**config.mk**
```make
export PLATFORM = sky130hd
export DESIGN_NAME = dwm_arbiter
export DESIGN_NICKNAME = d
export VERILOG_FILES = /design/src/rtl/dwm_arbiter.sv
export SDC_FILE = /design/constraint.sdc
export NUM_CORES = 1
export LEC_CHECK = 0
export CAP_MARGIN = 20
export CORE_AREA = 2 2 126 128
export CTS_CLUSTER_SIZE = 20
export DETAILED_ROUTE_END_ITERATION = 6
export DIE_AREA = 0 0 128 130
export HOLD_SLACK_MARGIN = 0.05
export SLEW_MARGIN = 20
export SYNTH_ARGS = -nofsm -noshare
export SYNTH_HDL_FRONTEND = slang
export SYNTH_SLANG_ARGS = --single-unit
```
**constraint.sdc**
```tcl
create_clock -name CLK -period 2.9 [get_ports CLK]
set_input_delay 0.435 -clock CLK [delete_from_list [all_inputs] [get_ports CLK]]
set_output_delay 0.435 -clock CLK [all_outputs]
set_load 0.05 [all_outputs]
```
**src/rtl/dwm_arbiter.sv**
```systemverilog
// Round-robin arbiter that shares one single-port data word memory among
// NC cores. A grant is decided combinationally from the current requests and
// completes at the next rising edge. Reads return one cycle after the grant
// edge. A core holding LOCK keeps ownership, so read-modify-write is atomic.
module dwm_arbiter #(
    parameter int NC = 4,
    parameter int AW = 16,
    parameter int DW = 32
) (
    input  logic             CLK,
    input  logic             RST_N,
    input  logic [NC-1:0]    REQ,
    input  logic [NC-1:0]    WE,
    input  logic [NC-1:0]    LOCK,
    input  logic [NC*AW-1:0] A,
    input  logic [NC*DW-1:0] DI,
    output logic [NC-1:0]    GNT,
    output logic [NC-1:0]    RVALID,
    output logic [DW-1:0]    RDATA,
    output logic             M_WE,
    output logic [AW-1:0]    M_A,
    output logic [DW-1:0]    M_DI,
    input  logic [DW-1:0]    M_DQ
);

    localparam int IW = (NC > 1) ? $clog2(NC) : 1;

    typedef enum logic [0:0] {
        ARB    = 1'b0,
        LOCKED = 1'b1
    } state_t;

    state_t          state;
    state_t          state_nxt;
    logic [IW-1:0]   last;
    logic [IW-1:0]   own;
    logic [IW-1:0]   own_nxt;
    logic [NC-1:0]   rvalid_q;

    logic            pick_found;
    logic [IW-1:0]   pick_idx;
    logic            gnt_vld;
    logic [IW-1:0]   gnt_idx;

    // Round-robin search: first requester after the last granted core.
    always_comb begin
        int            cand;
        logic [IW-1:0] cidx;
        pick_found = 1'b0;
        pick_idx   = '0;
        cand       = 0;
        cidx       = '0;
        for (int k = 1; k <= NC; k++) begin
            cand = (int'(last) + k) % NC;
            cidx = IW'(cand);
            if (!pick_found && REQ[cidx]) begin
                pick_found = 1'b1;
                pick_idx   = cidx;
            end
        end
    end

    // Grant selection and next-state: the lock owner is exclusive while locked,
    // and a dropped owner request abandons the lock with no access that cycle.
    always_comb begin
        state_nxt = state;
        own_nxt   = own;
        gnt_vld   = 1'b0;
        gnt_idx   = '0;

        if (state == LOCKED) begin
            if (REQ[own]) begin
                gnt_vld = 1'b1;
                gnt_idx = own;
            end
        end else begin
            gnt_vld = pick_found;
            gnt_idx = pick_idx;
        end

        // No grant may escape while the block is held in reset.
        if (!RST_N) begin
            gnt_vld = 1'b0;
            gnt_idx = '0;
        end

        if (gnt_vld) begin
            if (LOCK[gnt_idx]) begin
                state_nxt = LOCKED;
                own_nxt   = gnt_idx;
            end else begin
                state_nxt = ARB;
            end
        end else if (state == LOCKED) begin
            state_nxt = ARB;
        end
    end

    // Memory drive follows the granted core; with no grant, core 0 is shown.
    always_comb begin
        GNT  = '0;
        M_WE = 1'b0;
        M_A  = A[gnt_idx*AW +: AW];
        M_DI = DI[gnt_idx*DW +: DW];
        if (gnt_vld) begin
            GNT  = NC'(1) << gnt_idx;
            M_WE = WE[gnt_idx] & REQ[gnt_idx];
        end
    end

    // Control state: FSM, round-robin pointer, lock owner and read-valid tag.
    always_ff @(posedge CLK or negedge RST_N) begin
        if (!RST_N) begin
            state    <= ARB;
            last     <= IW'(NC - 1);
            own      <= '0;
            rvalid_q <= '0;
        end else begin
            state <= state_nxt;
            own   <= own_nxt;
            if (gnt_vld) begin
                last <= gnt_idx;
            end
            if (gnt_vld && !WE[gnt_idx]) begin
                rvalid_q <= GNT;
            end else begin
                rvalid_q <= '0;
            end
        end
    end

    assign RVALID = rvalid_q;
    assign RDATA  = M_DQ;

endmodule

```
==> results_dict.tcl, run 1 <==
set metrics [dict create \
    status "finished with violations" \
    violations "setup timing" \
    synthCells 275 \
    powerDensity_nw_per_um2 1160 \
    fin_area_um2 6680 \
    vias_per_cell 4.46 \
    synth_cell_types 43 \
    grt_overflow 0 \
    combPwrFrac_pct 93.7 \
    clock_latency_ns 0.23 \
    fin_crit_sh_pct 102 \
    drive_gt1_share_pct 37.4 \
    routedWlPerCell_um 18.0 \
    skew_ns 0.00162 \
    hold_path.class "register to register" \
    first_iter_violations 75 \
    tns_ns -0.827 \
    drc 0 \
    finalPower_mw 7.73 \
    io_pins 327 \
    area_growth_pct 175 \
    multi_input_area_um2 2300 \
    path_clk_slew_ns 0.04 \
    postSynthAreaPerCell_um2 8.84 \
    hold_buffers 0 \
    synth_edf_count 0 \
    numPortBuffers 262 \
    synth-seq-cells 9 \
    slew_headroom_pct 63.0 \
    via_count 3326 \
    yosys.area.top_type "mux2i_1" \
    place_area_um2 5840 \
    synth_top_area_share_pct 44.1 \
    vdd_ir_drop_max_uv 582 \
    setup_viol 33 \
    netlist_top_cells_count "mux2i_1 (107), buf_4 (41), nor2_1 (26)" \
    gp_congestion 0.806 \
    worstPathArrival_ns 2.53 \
    synth_nets 513 \
    cts_sinks 9 \
    dpl.hpwl_um 10200 \
    diodes 0 \
    die_area_um2 16600 \
    path_cells "inv_2 -> a221o_1 -> a211o_4 -> nand3_4 -> buf_12 -> buf_12 -> mux2i_2 -> mux2i_4 -> buf_12" \
    yosysSeqAreaShare_pct 9.37 \
    pwr-share-seq_pct 3.1 \
    max_freq_mhz 337 \
    hold_viol 0 \
    p_leak_nw 2.69 \
    required_ns 2.47 \
    num_rows 46 \
    max_slew.worst_pin.slew_ns 0.553 \
    n_fill_cell 1458 \
    fin_ws_ns -0.0658 \
    swShare_pct 47.5 \
    routed_wl_um 13400 \
    switchingPower_mw 3.67 \
    worstSetupPathType "register to output pin" \
    async_flop_share_pct 100 \
    cp_slowest_cell "dfstp_2" \
    yosys_warnings 0 \
    maxSlewViolCount 0 \
    min_period_ns 2.97 \
    reg2reg_slack_ns 0.69 \
    grt_max_degree 23 \
    cts_tree "yes" \
    die_w_um 128 \
    path_max_fanout 7 \
    die_h_um 130 \
    fin_nets 792 \
    track_usage_pct 13.7 \
    hold_ws_ns 0.484 \
    firstDrtPassIters 4 \
    synth.area.top_cells "mux2i_1 (44%), buf_4 (13%), a221o_1 (8.6%), dfrtp_1 (7.2%), nor2_1 (4.0%)" \
    grt_first_pass_wirelength_um 18100 \
    drv_cap 0 \
    initial_core_util_pct 15.8 \
    cp_common_cell "buf_12" \
    htreeDepth 1 \
    ant_nets 0 \
    worst_path_largest_cell_delay_ns 0.55 \
    power_frac_clock_pct 3.2 \
    synth.most_common_cell "mux2i_1" \
    syn_area_um2 2430 \
    seq_area_um2 228 \
    grt_pass1_vias 3515 \
    start_kind "register" \
    rsz0062_at_grt "true" \
    cts_root_buf "clkbuf_16" \
    intPower_mw 4.06 \
    antenna_found_initial 0 \
    cts_buffers 3 \
    crit_path_end_kind "output pin" \
    synth_top_flop_cell "dfrtp_1" \
    final_core_util_pct 43.3 \
    clock_path_buffers 2 \
    core_area_um2 15400 \
]
==> final cells by class <==
cell class | count | share of cell area [%]
inverters | 5 | 0.281
clock buffers | 4 | 1.18
flip-flops and latches | 9 | 3.41
multi-input cells | 212 | 34.4
repair buffers | 323 | 57.1
well taps | 192 | 3.60
==> cells by family after synthesis <==
logic type             share of synthesized area (%)
multiplexers                                    45.9
buffers and inverters                           16.9
flip-flops                                      9.37
AO/OA/AOI/OAI                                   14.4
AND/OR/NAND/NOR                                 13.4
==> state kept, by name (all words and copies together), names as in the netlist <==
name / count
RVALID: 4
last: 2
own: 2
state: 1
==> per-layer routing <==
metal | vias up | wire length, um | GRT usage (%) | share of wire [%]
li1 | 1558 | - | - | -
met1 | 1563 | 4620 | 14.4 | 34
met2 | 191 | 7390 | 27.1 | 55
met3 | 14 | 1210 | 3.81 | 9.0
met4 | 0 | 212 | 3.30 | 1.6
met5 | - | 0 | 0 | 0
==> timing repair <==
action	CTS	global route
endpoints found under the setup margin	52	49
resized for setup	59	70
gates cloned	3	4
buffers inserted	1	8
pin swaps	4	17
==> final timing paths <==
path | start | end | cells past startpoint
worst min-delay path | last[0]$_DFFE_PN1P_ | last[0]$_DFFE_PN1P_ | 2
min in group asynchronous | RST_N | RVALID[0]$_DFF_PN0_ | 2
max in group asynchronous | RST_N | last[1]$_DFFE_PN1P_ | 2
worst min register to register | last[0]$_DFFE_PN1P_ | last[0]$_DFFE_PN1P_ | 2
worst max-delay path | last[0]$_DFFE_PN1P_ | M_A[13] | 9
worst max register to register | own[1]$_DFFE_PN0P_ | own[0]$_DFFE_PN0P_ | 9
==> cell usage in the layout (no fill, tap or decap), types with 6 or more instances in the layout <==
cell type	count
buf_4	40
nor2_4	9
mux2i_1	54
a221o_1	21
dfrtp_1	7
clkbuf_16	6
clkdlybuf4s50_1	205
mux2i_4	18
nand2_1	8
buf_6	8
mux2i_2	35
buf_12	59
nor2_1	15
==> worst max-delay path, delay by kind of cell (launching register included) <==
family	cells	cell delay, ns
compound gates	2	0.72
flops	1	0.55
buf+inv	4	0.50
mux	2	0.39
simple gates	1	0.13
==> metrics by stage <==
| stage | std cells | setup slack [ns] |
|---|---|---|
| after floorplan | 275 | -0.0199 |
| after global placement | 725 | -0.312 |
| after detailed placement | 725 | -0.341 |
| after CTS | 733 | -0.0480 |
| after global routing | 745 | -0.151 |
| final | 745 | -0.0658 |
==> power by group through the flow <==
stage | clock, mW | combinational (mW) | sequential (mW)
4_1_cts | 0.248 | 6.70 | 0.235
3_5_place_dp | 0 | 6.12 | 0.237
6_report | 0.243 | 7.24 | 0.240
5_1_grt | 0.254 | 7.53 | 0.245
3_3_place_gp | 0 | 6.07 | 0.234
2_1_floorplan | 0 | 3.39 | 0.259
No activity file was read; power rests on OpenSTA's default activity.
==> run 2: changes to the inputs <==
- clock period: 2.9 -> 2.55 ns (I/O delays scaled with it)
==> run 2 against run 1 <==
The flow still finishes with violations (setup timing). Sequential cell count stayed put. Worst setup slack got worse by 0.28 ns. Core utilization increased by 4.2 points. Sequential power grew 6%. Global-route usage grew 1.2 points. Non-clock buffer count grew 4. Cell area is 9.8% higher. Critical path type unchanged. Largest cell class unchanged. Highest routed layer unchanged.
==> results_dict.tcl, run 2 (synthesis gave the netlist of run 1 again) <==
set metrics [dict create \
    status "finished with violations" \
    violations "setup timing" \
    gp_congestion 0.796 \
    layoutNonFillerInstCount 749 \
    hold_buffers 0 \
    first_iter_violations 76 \
    slew_headroom_pct 61.6 \
    vdd_ir_drop_max_uv 589 \
    path_max_fanout 7 \
    path_clk_slew_ns 0.04 \
    drc 0 \
    grt_first_pass_wirelength_um 19400 \
    worstSetupPathType "register to output pin" \
    max_freq_mhz 345 \
    numPortBuffers 262 \
    initial_core_util_pct 15.8 \
    antenna_found_initial 0 \
    core_area_um2 15400 \
    dp_slack_ns -0.538 \
    fin_area_um2 7330 \
    setup_viol 53 \
    routed_wl_um 13900 \
    hold_path.class "input port to async pin" \
    fin_nets 796 \
    p_leak_nw 2.76 \
    die_area_um2 16600 \
    layout_common_cells "clkdlybuf4s50_1 (205), buf_12 (65), mux2i_4 (60), buf_4 (32), mux2i_2 (25)" \
    grt_max_degree 23 \
    grt_overflow 0 \
    start_kind "register" \
    largest_reg_flops 4 \
    crit_path_end_kind "output pin" \
    rsz0062_at_grt "true" \
    htreeDepth 1 \
    grt_pass1_vias 3590 \
    min_period_ns 2.90 \
    cts_root_buf "clkbuf_16" \
    final_common_cell "clkdlybuf4s50_1" \
    dp.cells 717 \
    routedWlPerCell_um 18.5 \
    clock_path_buffers 2 \
    die_h_um 130 \
    cts_buffers 3 \
    vias_per_cell 4.55 \
    final_core_util_pct 47.5 \
    fin_ws_ns -0.347 \
    firstDrtPassIters 7 \
    max_slew.worst_pin.slew_ns 0.575 \
    powerDensity_nw_per_um2 1350 \
    via_count 3406 \
    ant_nets 0 \
    io_pins 327 \
    cts_tree "yes" \
    skew_ns 0.00485 \
    dpl.hpwl_um 10300 \
    fin_crit_sh_pct 114 \
    clock_latency_ns 0.24 \
    maxSlewViolCount 0 \
    n_fill_cell 1377 \
    die_w_um 128 \
    cts_sinks 9 \
    worstPathArrival_ns 2.51 \
    drv_cap 0 \
    area_growth_pct 201 \
    place_area_um2 6140 \
    diodes 0 \
    required_ns 2.17 \
    num_rows 46 \
    drive_gt1_share_pct 44.7 \
    track_usage_pct 15.0 \
    hold_viol 0 \
]
[run 2: changes by cell type in the layout (fill, tap and decap cells not counted), sizes merged]
cell	previous run	this run
clkdlybuf4s15	1	0
clkbuf	10	7
buf	110	116
nand3	6	5
and2	6	7
dlygate4sd2	0	3
bufbuf	1	0
[run 2: per-layer routing]
layer  GRT usage, %  vias to the layer above  share of wire [%]
li1               -                     1577                  -
met4           2.65                        0                1.6
met3           3.94                       21                9.4
met5              0                        -                  0
met2           28.7                      193                 53
met1           16.8                     1615                 36
[run 2: final cells by class]
| type | instances | area, um^2 | area share [%] |
|---|---|---|---|
| Clock buffer | 4 | 78.8 | 1.08 |
| Inverter | 5 | 18.8 | 0.256 |
| Multi-Input combinational cell | 212 | 2790 | 38.1 |
| Sequential cell | 9 | 228 | 3.11 |
| Timing Repair Buffer | 327 | 3970 | 54.2 |
| Tap cell | 192 | 240 | 3.28 |
[run 2: repair_timing]
item                       in CTS  in global routing
setup endpoints to repair      53                 53
gates cloned                    8                  4
pin swaps                       3                 10
gates resized for setup        74                 81
setup buffers                  16                  5
hold endpoints to repair        0                  0
[run 2: path summary, 6_finish.rpt]
kind	to	slack, ns	startpoint	cells past startpoint
setup / recovery	M_DI[18]	-0.35	last[0]$_DFFE_PN1P_	10
setup reg to reg	own[0]$_DFFE_PN0P_	0.29	last[0]$_DFFE_PN1P_	8
min in group CLK	last[1]$_DFFE_PN1P_	0.51	last[1]$_DFFE_PN1P_	2
hold reg to reg	last[1]$_DFFE_PN1P_	0.51	last[1]$_DFFE_PN1P_	2
hold / removal	RVALID[3]$_DFF_PN0_	0.37	RST_N	1
max in group asynchronous	last[0]$_DFFE_PN1P_	1.55	RST_N	3
[run 2: where the power goes]
part	leakage (nW)	total (mW)	switching (mW)	internal, mW
Clock	0.0382	0.292	0.0813	0.210
Combinational	2.61	9.38	4.43	4.95
Sequential	0.111	0.254	0.0457	0.208
[run 2: through the flow]
stage / hold slack (ns) / power, mW / TNS, ns
after floorplan: 0.0869 / 4.66 / -0.901
after global placement: 0.476 / 7.76 / -22.83
after detailed placement: 0.491 / 7.82 / -24.45
after CTS: 0.369 / 9.39 / -16.21
after global routing: 0.380 / 10.3 / -18.21
final: 0.371 / 9.92 / -14.59
[run 2: worst max-delay path, stage by stage (launching register included)]
cell     delay (ns)
dfstp_2        0.55
inv_2          0.03
a221o_1        0.32
a211o_4        0.35
nand3_4        0.11
buf_12         0.15
buf_12         0.15
mux2i_2        0.23
buf_4          0.15
mux2i_4        0.06
buf_12         0.16
